--- src/rtl/cpu_regfile_pkg.sv ---
// Shared types and helpers for the parametrised CPU register block.
// Holds the PC operation encoding, default sizes and offset sign extension.
package cpu_regfile_pkg;

    localparam int DW_DEF        = 8;
    localparam int NREGS_DEF     = 2;
    localparam int SELW_DEF      = 1;
    localparam int STK_DEPTH_DEF = 4;

    typedef enum logic [2:0] {
        PC_HOLD,
        PC_INC,
        PC_REL,
        PC_LOAD,
        PC_CALL,
        PC_RET
    } pc_op_e;

    // Only one PC action per cycle: return beats call beats load beats relative beats increment.
    function automatic pc_op_e pc_op_decode(input logic ret, input logic call,
                                            input logic load, input logic rel,
                                            input logic inc);
        if (ret)  return PC_RET;
        if (call) return PC_CALL;
        if (load) return PC_LOAD;
        if (rel)  return PC_REL;
        if (inc)  return PC_INC;
        return PC_HOLD;
    endfunction

    function automatic logic [63:0] sext_off(input logic [63:0] val, input int width);
        logic signed [63:0] tmp;
        tmp = $signed(val << (64 - width));
        return tmp >>> (64 - width);
    endfunction

endpackage

--- src/rtl/cpu_ret_stack.sv ---
// Parametrised LIFO holding PC return addresses.
// Pops take precedence over pushes; overflow/underflow flagging belongs to the parent.
module cpu_ret_stack #(
    parameter int DW    = 8,
    parameter int DEPTH = 4
) (
    input  logic                         clk,
    input  logic                         rst,
    input  logic                         push,
    input  logic                         pop,
    input  logic [DW-1:0]                push_data,
    output logic [DW-1:0]                top,
    output logic                         full,
    output logic                         empty,
    output logic [$clog2(DEPTH+1)-1:0]   depth
);

    localparam int DPW = $clog2(DEPTH + 1);
    localparam int AW  = (DEPTH > 1) ? $clog2(DEPTH) : 1;

    logic [DW-1:0]  mem [DEPTH];
    logic [DPW-1:0] cnt;
    logic [AW-1:0]  top_idx;
    logic [AW-1:0]  wr_idx;

    assign top_idx = AW'(cnt - DPW'(1));
    assign wr_idx  = AW'(cnt);
    assign full    = (cnt == DPW'(DEPTH));
    assign empty   = (cnt == '0);
    assign depth   = cnt;
    assign top     = empty ? '0 : mem[top_idx];

    // Entries are not cleared on reset; the count alone defines what is valid.
    always_ff @(posedge clk) begin
        if (rst) begin
            cnt <= '0;
        end else if (pop && !empty) begin
            cnt <= cnt - DPW'(1);
        end else if (push && !full) begin
            mem[wr_idx] <= push_data;
            cnt         <= cnt + DPW'(1);
        end
    end

endmodule

--- src/rtl/cpu_regfile_p.sv ---
// Parametrised GPR file, memory address register rM and program counter with return stack.
// Optional macro CPU_REGFILE_P_BYPASS_EN forwards same-cycle GPR writes to the read ports.
module cpu_regfile_p
    import cpu_regfile_pkg::*;
#(
    parameter int DW        = DW_DEF,
    parameter int NREGS     = NREGS_DEF,
    parameter int SELW      = SELW_DEF,
    parameter int STK_DEPTH = STK_DEPTH_DEF
) (
    input  logic                             clk,
    input  logic                             rst,
    input  logic                             wr_en,
    input  logic [SELW-1:0]                  wr_sel,
    input  logic [DW-1:0]                    wr_data,
    input  logic [SELW-1:0]                  rd0_sel,
    output logic [DW-1:0]                    rd0_data,
    input  logic [SELW-1:0]                  rd1_sel,
    output logic [DW-1:0]                    rd1_data,
    input  logic                             rM_we,
    input  logic [DW-1:0]                    rM_in,
    output logic [DW-1:0]                    rM_out,
    input  logic                             pc_inc,
    input  logic                             pc_load,
    input  logic                             pc_rel,
    input  logic                             pc_call,
    input  logic                             pc_ret,
    input  logic [DW-1:0]                    pc_target,
    output logic [DW-1:0]                    rP_out,
    output logic [$clog2(STK_DEPTH+1)-1:0]   stk_depth,
    output logic                             stk_ovf,
    output logic                             stk_unf
);

    logic [DW-1:0] gpr [NREGS];
    logic [DW-1:0] rm_q;
    logic [DW-1:0] rp_q;
    logic [DW-1:0] rp_nxt;
    logic [DW-1:0] ret_addr;
    logic [DW-1:0] stk_top;
    logic          stk_full;
    logic          stk_empty;
    logic          push;
    logic          pop;
    logic          ovf_q;
    logic          unf_q;
    pc_op_e        op;

    assign op       = pc_op_decode(pc_ret, pc_call, pc_load, pc_rel, pc_inc);
    assign push     = (op == PC_CALL) && !stk_full;
    assign pop      = (op == PC_RET) && !stk_empty;
    assign ret_addr = rp_q + DW'(1);

    assign rM_out  = rm_q;
    assign rP_out  = rp_q;
    assign stk_ovf = ovf_q;
    assign stk_unf = unf_q;

    cpu_ret_stack #(
        .DW    (DW),
        .DEPTH (STK_DEPTH)
    ) u_ret_stack (
        .clk       (clk),
        .rst       (rst),
        .push      (push),
        .pop       (pop),
        .push_data (ret_addr),
        .top       (stk_top),
        .full      (stk_full),
        .empty     (stk_empty),
        .depth     (stk_depth)
    );

    // A call on a full stack still jumps; a return on an empty stack holds the PC.
    always_comb begin
        rp_nxt = rp_q;
        case (op)
            PC_INC:  rp_nxt = rp_q + DW'(1);
            PC_REL:  rp_nxt = DW'(64'(rp_q) + sext_off(64'(pc_target), DW));
            PC_LOAD: rp_nxt = pc_target;
            PC_CALL: rp_nxt = pc_target;
            PC_RET:  if (!stk_empty) rp_nxt = stk_top;
            default: rp_nxt = rp_q;
        endcase
    end

    always_ff @(posedge clk) begin
        if (rst) begin
            rp_q  <= '0;
            rm_q  <= '0;
            ovf_q <= 1'b0;
            unf_q <= 1'b0;
            for (int i = 0; i < NREGS; i++) gpr[i] <= '0;
        end else begin
            rp_q <= rp_nxt;
            if (rM_we) rm_q <= rM_in;
            if (op == PC_CALL && stk_full) ovf_q <= 1'b1;
            if (op == PC_RET && stk_empty) unf_q <= 1'b1;
            for (int i = 0; i < NREGS; i++) begin
                if (wr_en && wr_sel == SELW'(i)) gpr[i] <= wr_data;
            end
        end
    end

    // Selects with no matching register fall through to zero.
    always_comb begin
        rd0_data = '0;
        rd1_data = '0;
        for (int i = 0; i < NREGS; i++) begin
            if (rd0_sel == SELW'(i)) rd0_data = gpr[i];
            if (rd1_sel == SELW'(i)) rd1_data = gpr[i];
`ifdef CPU_REGFILE_P_BYPASS_EN
            if (wr_en && wr_sel == SELW'(i)) begin
                if (rd0_sel == SELW'(i)) rd0_data = wr_data;
                if (rd1_sel == SELW'(i)) rd1_data = wr_data;
            end
`else
`endif
        end
    end

endmodule
--- config.mk ---
export PLATFORM = sky130hd
export DESIGN_NAME = cpu_regfile_p
export DESIGN_NICKNAME = d
export VERILOG_FILES = /design/src/rtl/cpu_regfile_pkg.sv /design/src/rtl/cpu_ret_stack.sv /design/src/rtl/cpu_regfile_p.sv
export SDC_FILE = /design/constraint.sdc
export NUM_CORES = 1
export LEC_CHECK = 0
export ABC_AREA = 1
export CORE_MARGIN = 2
export CORE_UTILIZATION = 40
export CTS_CLUSTER_SIZE = 8
export DETAILED_ROUTE_END_ITERATION = 12
export GPL_TIMING_DRIVEN = 0
export PLACE_DENSITY = 0.63
export SLEW_MARGIN = 30
export SYNTH_ARGS = -nofsm -noshare
export SYNTH_HDL_FRONTEND = slang
export SYNTH_SLANG_ARGS = --single-unit
--- constraint.sdc ---
create_clock -name clk -period 2.2 [get_ports clk]
set_input_delay 0.44 -clock clk [delete_from_list [all_inputs] [get_ports clk]]
set_output_delay 0.44 -clock clk [all_outputs]
set_load 0.05 [all_outputs]
==> out/metrics.cfg, run 1 <==
[timing]
slew_viol_final = 0
timing.final.crit_share_pct = 96.9
max-slew-margin-rel_pct = 62.9
setup_violations = 0
clock_skew_ps = 13.3
rsz0062_at_grt = false
timing.fmax_mhz = 469
fin_setup_tns_ps = 0
worst_slew_pin_slew_ps = 557
hold_viol_final = 0
period_needed_ps = 2130

[hold_path]
min_path_cells = 2
min_path_type = register to register

[clock_network]
clock-root-buffer = clkbuf_8
worstSkewPairLatency_ps = 340
h-tree-depth = 3
cts_buffers = 9
cts_buffer_depth = 2
cts_tree = built
clock_sinks = 69
cts-hold-fix-buffers = 0
path_clk_slew_ps = 70

[die]
num_io_pins = 73
die-area_um2 = 9870
die_x_um = 99.3
die_h_um = 99.3
core_area_um2 = 8760
rows = 34
initial_utilization_pct = 41.5

[finish]
n_antenna_cell = 0
drive_gt1_share_pct = 11.8
final_cell_area_um2 = 4750
fin_nets = 588
fill_cells = 803
syn_to_final_growth_pct = 30.6

[place]
port_buffers = 72
routabilityCongestion = 0.808
placed_area_um2 = 4500
hpwlAfterDp_um = 6380

[worst_setup_path]
critPathMaxFanout = 10
worst_path_max_delay_cell = clkdlybuf4s50_1
cp.depth = 5
critPathKind = primary input to output pin
cp-end-kind = output pin
required_ps = 1760
startpoint_type = primary input
timing.critical_path.mode_cell = buf_2
worst-path-buf-inv = 3
reg2reg_depth = 9
crit_arrival_ps = 1690
max_stage_delay_ps = 580
crit_family = buffers and inverters
cp_cell_sequence = clkdlybuf4s50_1 > buf_2 > nand2_1 > o21ai_0 > buf_2

[grt]
grt_pass1_vias = 3002
grtUsageTotal_pct = 17.7
grt_pass1_wl_um = 13900
grt.overflow.total = 0
grt_max_degree = 15
antenna_found_initial = 0

[route]
wl_per_cell_um = 13.4
postRouteAntennaNets = 0
drtPass1Iterations = 4
drc_errors = 0
first_iter_violations = 137
via_count = 3185
wl_um = 8750
viasPerCell = 4.89

[synth]
avgSynthCellArea_um2 = 8.12
yosys_warnings = 0
synth_area_leaders = edfxtp_1, nand2_1, dfxtp_1
yosys_most_used_dff = edfxtp_1
synthCells = 448
synth.most_common_cell = nand2_1
yosysTopAreaCell = edfxtp_1
ys_seq_area_share_pct = 51.2
synth.distinct_cells = 27
synth_edf_count = 48
synth_top_area_share_pct = 39.6
syn_nets = 498
synthTopCellsByCount = nand2_1, inv_1, nor2_1, edfxtp_1, nand3_1
synth_area_um2 = 3640
ys_seq_elements = 69
synthArstFlopShare_pct = 0

[pwr]
p_total_mw = 4.56
power_density_nw_per_um2 = 960
power.leakage_nw = 2.11
vdd_ir_drop_max_mv = 0.446

[job]
cap_violations = 0

[status]
status = complete, no violations

logic make-up after synthesis:
family,count (synthesis),share of synthesized area (%)
xor gates and xnor gates,5,1.20
and+or+nand+nor,234,26.9
DFF,69,51.2
AOI/OAI and AO/OA,51,7.23
adders and majority gates,14,5.02
buffers and inverters,75,8.47
cell type report:
cell class	instances	area [µm²]	share of cell area, %
buffer	11	75.1	1.58
inverter	64	243	5.11
tap	108	135	2.85
clock inverter	7	80.1	1.69
clock buffer	9	124	2.61
sequential	69	1860	39.2
timing repair buffer	79	733	15.4
multi-input combinational	304	1500	31.5
worst reg2reg max path: stages, from the launching register on:
cell and delay [ps]:
dfxtp_2 370, buf_4 190, inv_4 70, buf_4 180
ha_1 260, nand2_1 120, nand4_1 100, buf_4 190
nor2_4 120, buf_4 160
path summary, 6_finish.rpt:
| kind | from | to | slack, ps |
|---|---|---|---|
| min | stk_unf | stk_unf | 460 |
| max reg2reg | u_ret_stack.depth[0] | u_ret_stack.mem[0][2] | 160 |
| max | rd0_sel | rd0_data[7] | 70 |
| min reg2reg | stk_unf | stk_unf | 460 |
layer usage:
layer  part of all wire [%]  vias up  track usage (%)
met3                    6.4        5             3.51
met4                   0.53        0             6.01
li1                       -     1634                -
met2                     49      102             30.6
met5                      0        -                0
met1                     44     1444             22.0
where the power goes:
group          internal, mW  total [mW]  switching, mW
logic                 0.611        1.80           1.19
clock network         0.537        1.05          0.517
registers              1.58        1.70          0.123
total                  2.73        4.56           1.83
through the flow:
stage / hold WS (ps) / std cells / utilization, % / worst slack [ps]
after floorplan: 575 / 448 / - / 22.5
after global placement: 438 / 628 / 51.4 / -588
after detailed placement: 444 / 628 / 51.4 / -615
after CTS: 456 / 644 / 52.8 / -104
after global routing: 497 / 651 / 54.2 / 0.678
final: 455 / 651 / 54.2 / 67.3
state kept, by name, summed over array words and instances (netlist names):
| register | cells |
|---|---|
| rP_out | 8 |
| u_ret_stack.mem | 32 |
| stk_unf | 1 |
| u_ret_stack.depth | 3 |
| rM_out | 8 |
| gpr | 16 |
| stk_ovf | 1 |
what timing repair did:
action / 4_1_cts / 5_1_grt
hold endpoints to repair: 0 / 0
resized for setup: 99 / 17
setup endpoints to repair: 54 / 46
pin swaps: 0 / 5
buffers inserted: 0 / 7
layout by cell type, fill, tap and decap left out, types with 2 or more instances in the layout:
cell type          n
a21oi_1           17
buf_12             2
buf_2             14
buf_4              9
buf_6              2
clkbuf_4           5
clkbuf_8           9
clkdlybuf4s50_1   55
clkinvlp_4         2
dfxtp_1           20
edfxtp_1          48
ha_1              13
inv_1             59
inv_2              4
inv_6              3
nand2_1          122
nand2_2            2
nand3_1           46
nand3b_1           4
nand4_1            5
nor2_1            49
nor2_4             4
o21ai_0           28
o21ai_1            4
xor2_1             4
Power figures use the tool's default switching activity.
==> inputs of run 2 (changes only) <==
Settings changed: SLEW_MARGIN 30 to unset.
==> results of run 2 <==
Final layout, timing and power as in run 1 (identical DEF).
==> inputs of run 3 (changes only) <==
Settings changed: HOLD_SLACK_MARGIN set to 0.08, PLACE_DENSITY 0.63 to unset.
==> run 3 against run 2 <==
Effect of this change: power is 0.93% lower; combinational power increased by 3%; critical path type unchanged; die area is the same; hold slack better by 14 ps; wire length increased by 3.0%; register-to-register slack better by 80 ps; non-clock buffer count did not move; clock power shrank 8%; sequential power barely moved.
==> out/metrics.cfg, run 3 (synthesized netlist as in run 1, its figures left out) <==
[grt]
grt_max_degree = 15  ; unchanged
grt_pass1_vias = 3110  ; +3.6%
grt_pass1_wl_um = 14900  ; +7.3%
gr-usage-met1_pct = 25.3  ; +3.2 points
grtUsageTotal_pct = 19.1  ; +1.5 points
grt.overflow.total = 0  ; unchanged
use_met3_pct = 4.08  ; +0.56 points
antenna_found_initial = 0  ; unchanged
grt_use_met2_pct = 31.2  ; +0.57 points
grt-busiest-layer = met2

[pwr]
vdd_ir_drop_max_mv = 0.480  ; +7.5%
power_density_nw_per_um2 = 947  ; -1.3%
power.leakage_nw = 2.12  ; +0.41%
p_total_mw = 4.52  ; -0.93%

[route]
via_count = 3157  ; -0.88%
wl_per_cell_um = 13.8  ; +3.0%
viasPerCell = 4.85  ; -0.88%
wl_um = 9010  ; +3.0%
first_iter_violations = 127  ; -7.3%
drc_errors = 0  ; unchanged
postRouteAntennaNets = 0  ; unchanged
drtPass1Iterations = 4  ; unchanged

[die]
die-area_um2 = 9870  ; unchanged
initial_utilization_pct = 41.5  ; unchanged
die_h_um = 99.3  ; unchanged
core_area_um2 = 8760  ; unchanged
die_x_um = 99.3  ; unchanged
rows = 34  ; unchanged
num_io_pins = 73  ; unchanged

[clock_network]
clock-root-buffer = clkbuf_8
path_clk_slew_ps = 80  ; about the same
cts_tree = built
h-tree-depth = 3  ; unchanged
cts-hold-fix-buffers = 0  ; unchanged
clock_sinks = 69  ; unchanged
cts_buffer_depth = 2  ; unchanged
worstSkewPairLatency_ps = 350  ; about the same
cts_buffers = 9  ; unchanged

[place]
port_buffers = 72  ; unchanged
pre_cts_ws_ps = -733  ; -118 ps
routabilityCongestion = 0.841  ; +4.1%
placed_area_um2 = 4500  ; unchanged
hpwlAfterDp_um = 6570  ; +3.0%

[worst_setup_path]
worst_path_max_delay_cell = clkdlybuf4s50_1
critPathMaxFanout = 10  ; unchanged
max_stage_delay_ps = 620  ; +40 ps
critPathKind = primary input to output pin
crit_family = buffers and inverters
cp_cell_sequence = clkdlybuf4s50_1 > buf_4 > nand2_1 > o21ai_0 > buf_2
required_ps = 1760  ; about the same
cp-end-kind = output pin
crit_arrival_ps = 1690  ; about the same
worst-path-buf-inv = 3  ; unchanged
startpoint_type = primary input

[finish]
final_cell_mix = nand2_1, inv_1, clkdlybuf4s50_1
largest_reg_flops = 32  ; unchanged
final_cell_area_um2 = 4770  ; +0.39%
reg.largest.list = u_ret_stack.mem (32), gpr (16)
fill_cells = 849  ; +5.7%
final_common_cell = nand2_1
drive_gt1_share_pct = 12.0  ; +0.18 points
n_antenna_cell = 0  ; unchanged
syn_to_final_growth_pct = 31.1
fin_nets = 588  ; unchanged
largest-register = u_ret_stack.mem

[timing]
max-slew-margin-rel_pct = 63.3  ; +0.44 points
period_needed_ps = 2130  ; -3.57 ps
slew_viol_final = 0  ; unchanged
setup_violations = 0  ; unchanged
worst_slew_pin_slew_ps = 548  ; -8.34 ps
timing.fmax_mhz = 470  ; +0.17%
timing.final.crit_share_pct = 96.8  ; -0.16 points
rsz0062_at_grt = false
hold_viol_final = 0  ; unchanged
clock_skew_ps = 6.39  ; -6.92 ps
layout_setup_ws_ps = 70.8  ; +3.57 ps
fin_setup_tns_ps = 0  ; unchanged

[hold_path]
min_path_type = register to register

[job]
cap_violations = 0  ; unchanged

[status]
status = complete, no violations

-- run 3: cell types whose count changed in the layout (fill, tap and decap cells not counted), sizes merged --
| cell | change |
|---|---|
| clkbuf | -2 |
| buf | +2 |
| clkinv | +1 |
| bufinv | -1 |
| dlymetal6s2s | +1 |
| clkdlybuf4s50 | -1 |
-- run 3: path summary, 6_finish.rpt --
check / start / to / slack [ps] / cells after the start
max: rd0_sel / rd0_data[7] / 70 / 5
min: stk_unf / stk_unf / 470 / 2
max reg2reg: u_ret_stack.depth[0] / rP_out[3] / 240 / 11
min reg2reg: stk_unf / stk_unf / 470 / 2
-- run 3: timing repair --
action | CTS | global route
gates cloned | 0 | 0
buffers inserted | 0 | 7
endpoints found under the hold margin | 0 | 0
gates resized for setup | 103 | 23
setup endpoints to repair | 55 | 55
pin swaps | 0 | 4
-- run 3: area by class of cell --
| class | instances | area (µm²) | share of cell area [%] |
|---|---|---|---|
| flip-flops and latches | 69 | 1860 | 39.1 |
| plain buffers | 11 | 80.1 | 1.68 |
| well taps | 108 | 135 | 2.83 |
| clock inverters | 7 | 55.1 | 1.15 |
| inverters | 64 | 246 | 5.17 |
| multi-input cells | 304 | 1510 | 31.6 |
| clock buffers | 9 | 124 | 2.60 |
| repair buffers | 79 | 756 | 15.8 |
-- run 3: worst reg2reg max path: cells and delay by family (launching register included) --
kind,cells,cell delay [ps]
AOI/OAI and AO/OA,1,110
adders and majority gates,1,300
buffers and inverters,4,630
DFF,1,370
and+or+nand+nor,5,480
-- run 3: routing by layer --
layer / part of all wire (%) / wire length [µm]
met5: 0 / 0
met4: 1.7 / 153
met3: 7.0 / 628
met2: 45 / 4090
met1: 46 / 4140
-- run 3: per-stage QoR --
step	instances	utilization (%)	hold WS [ps]
floorplan	448	-	575
detailed placement	628	51.4	465
global route	651	54.4	501
finish	651	54.4	469
CTS	644	52.7	476
global placement	628	51.4	460
-- run 3: power by group --
part / leakage [nW] / internal [mW] / switching [mW] / total, mW
logic: 1.40 / 0.653 / 1.20 / 1.85
clock network: 0.0923 / 0.425 / 0.538 / 0.963
registers: 0.630 / 1.58 / 0.123 / 1.70
total: 2.12 / 2.66 / 1.86 / 4.52
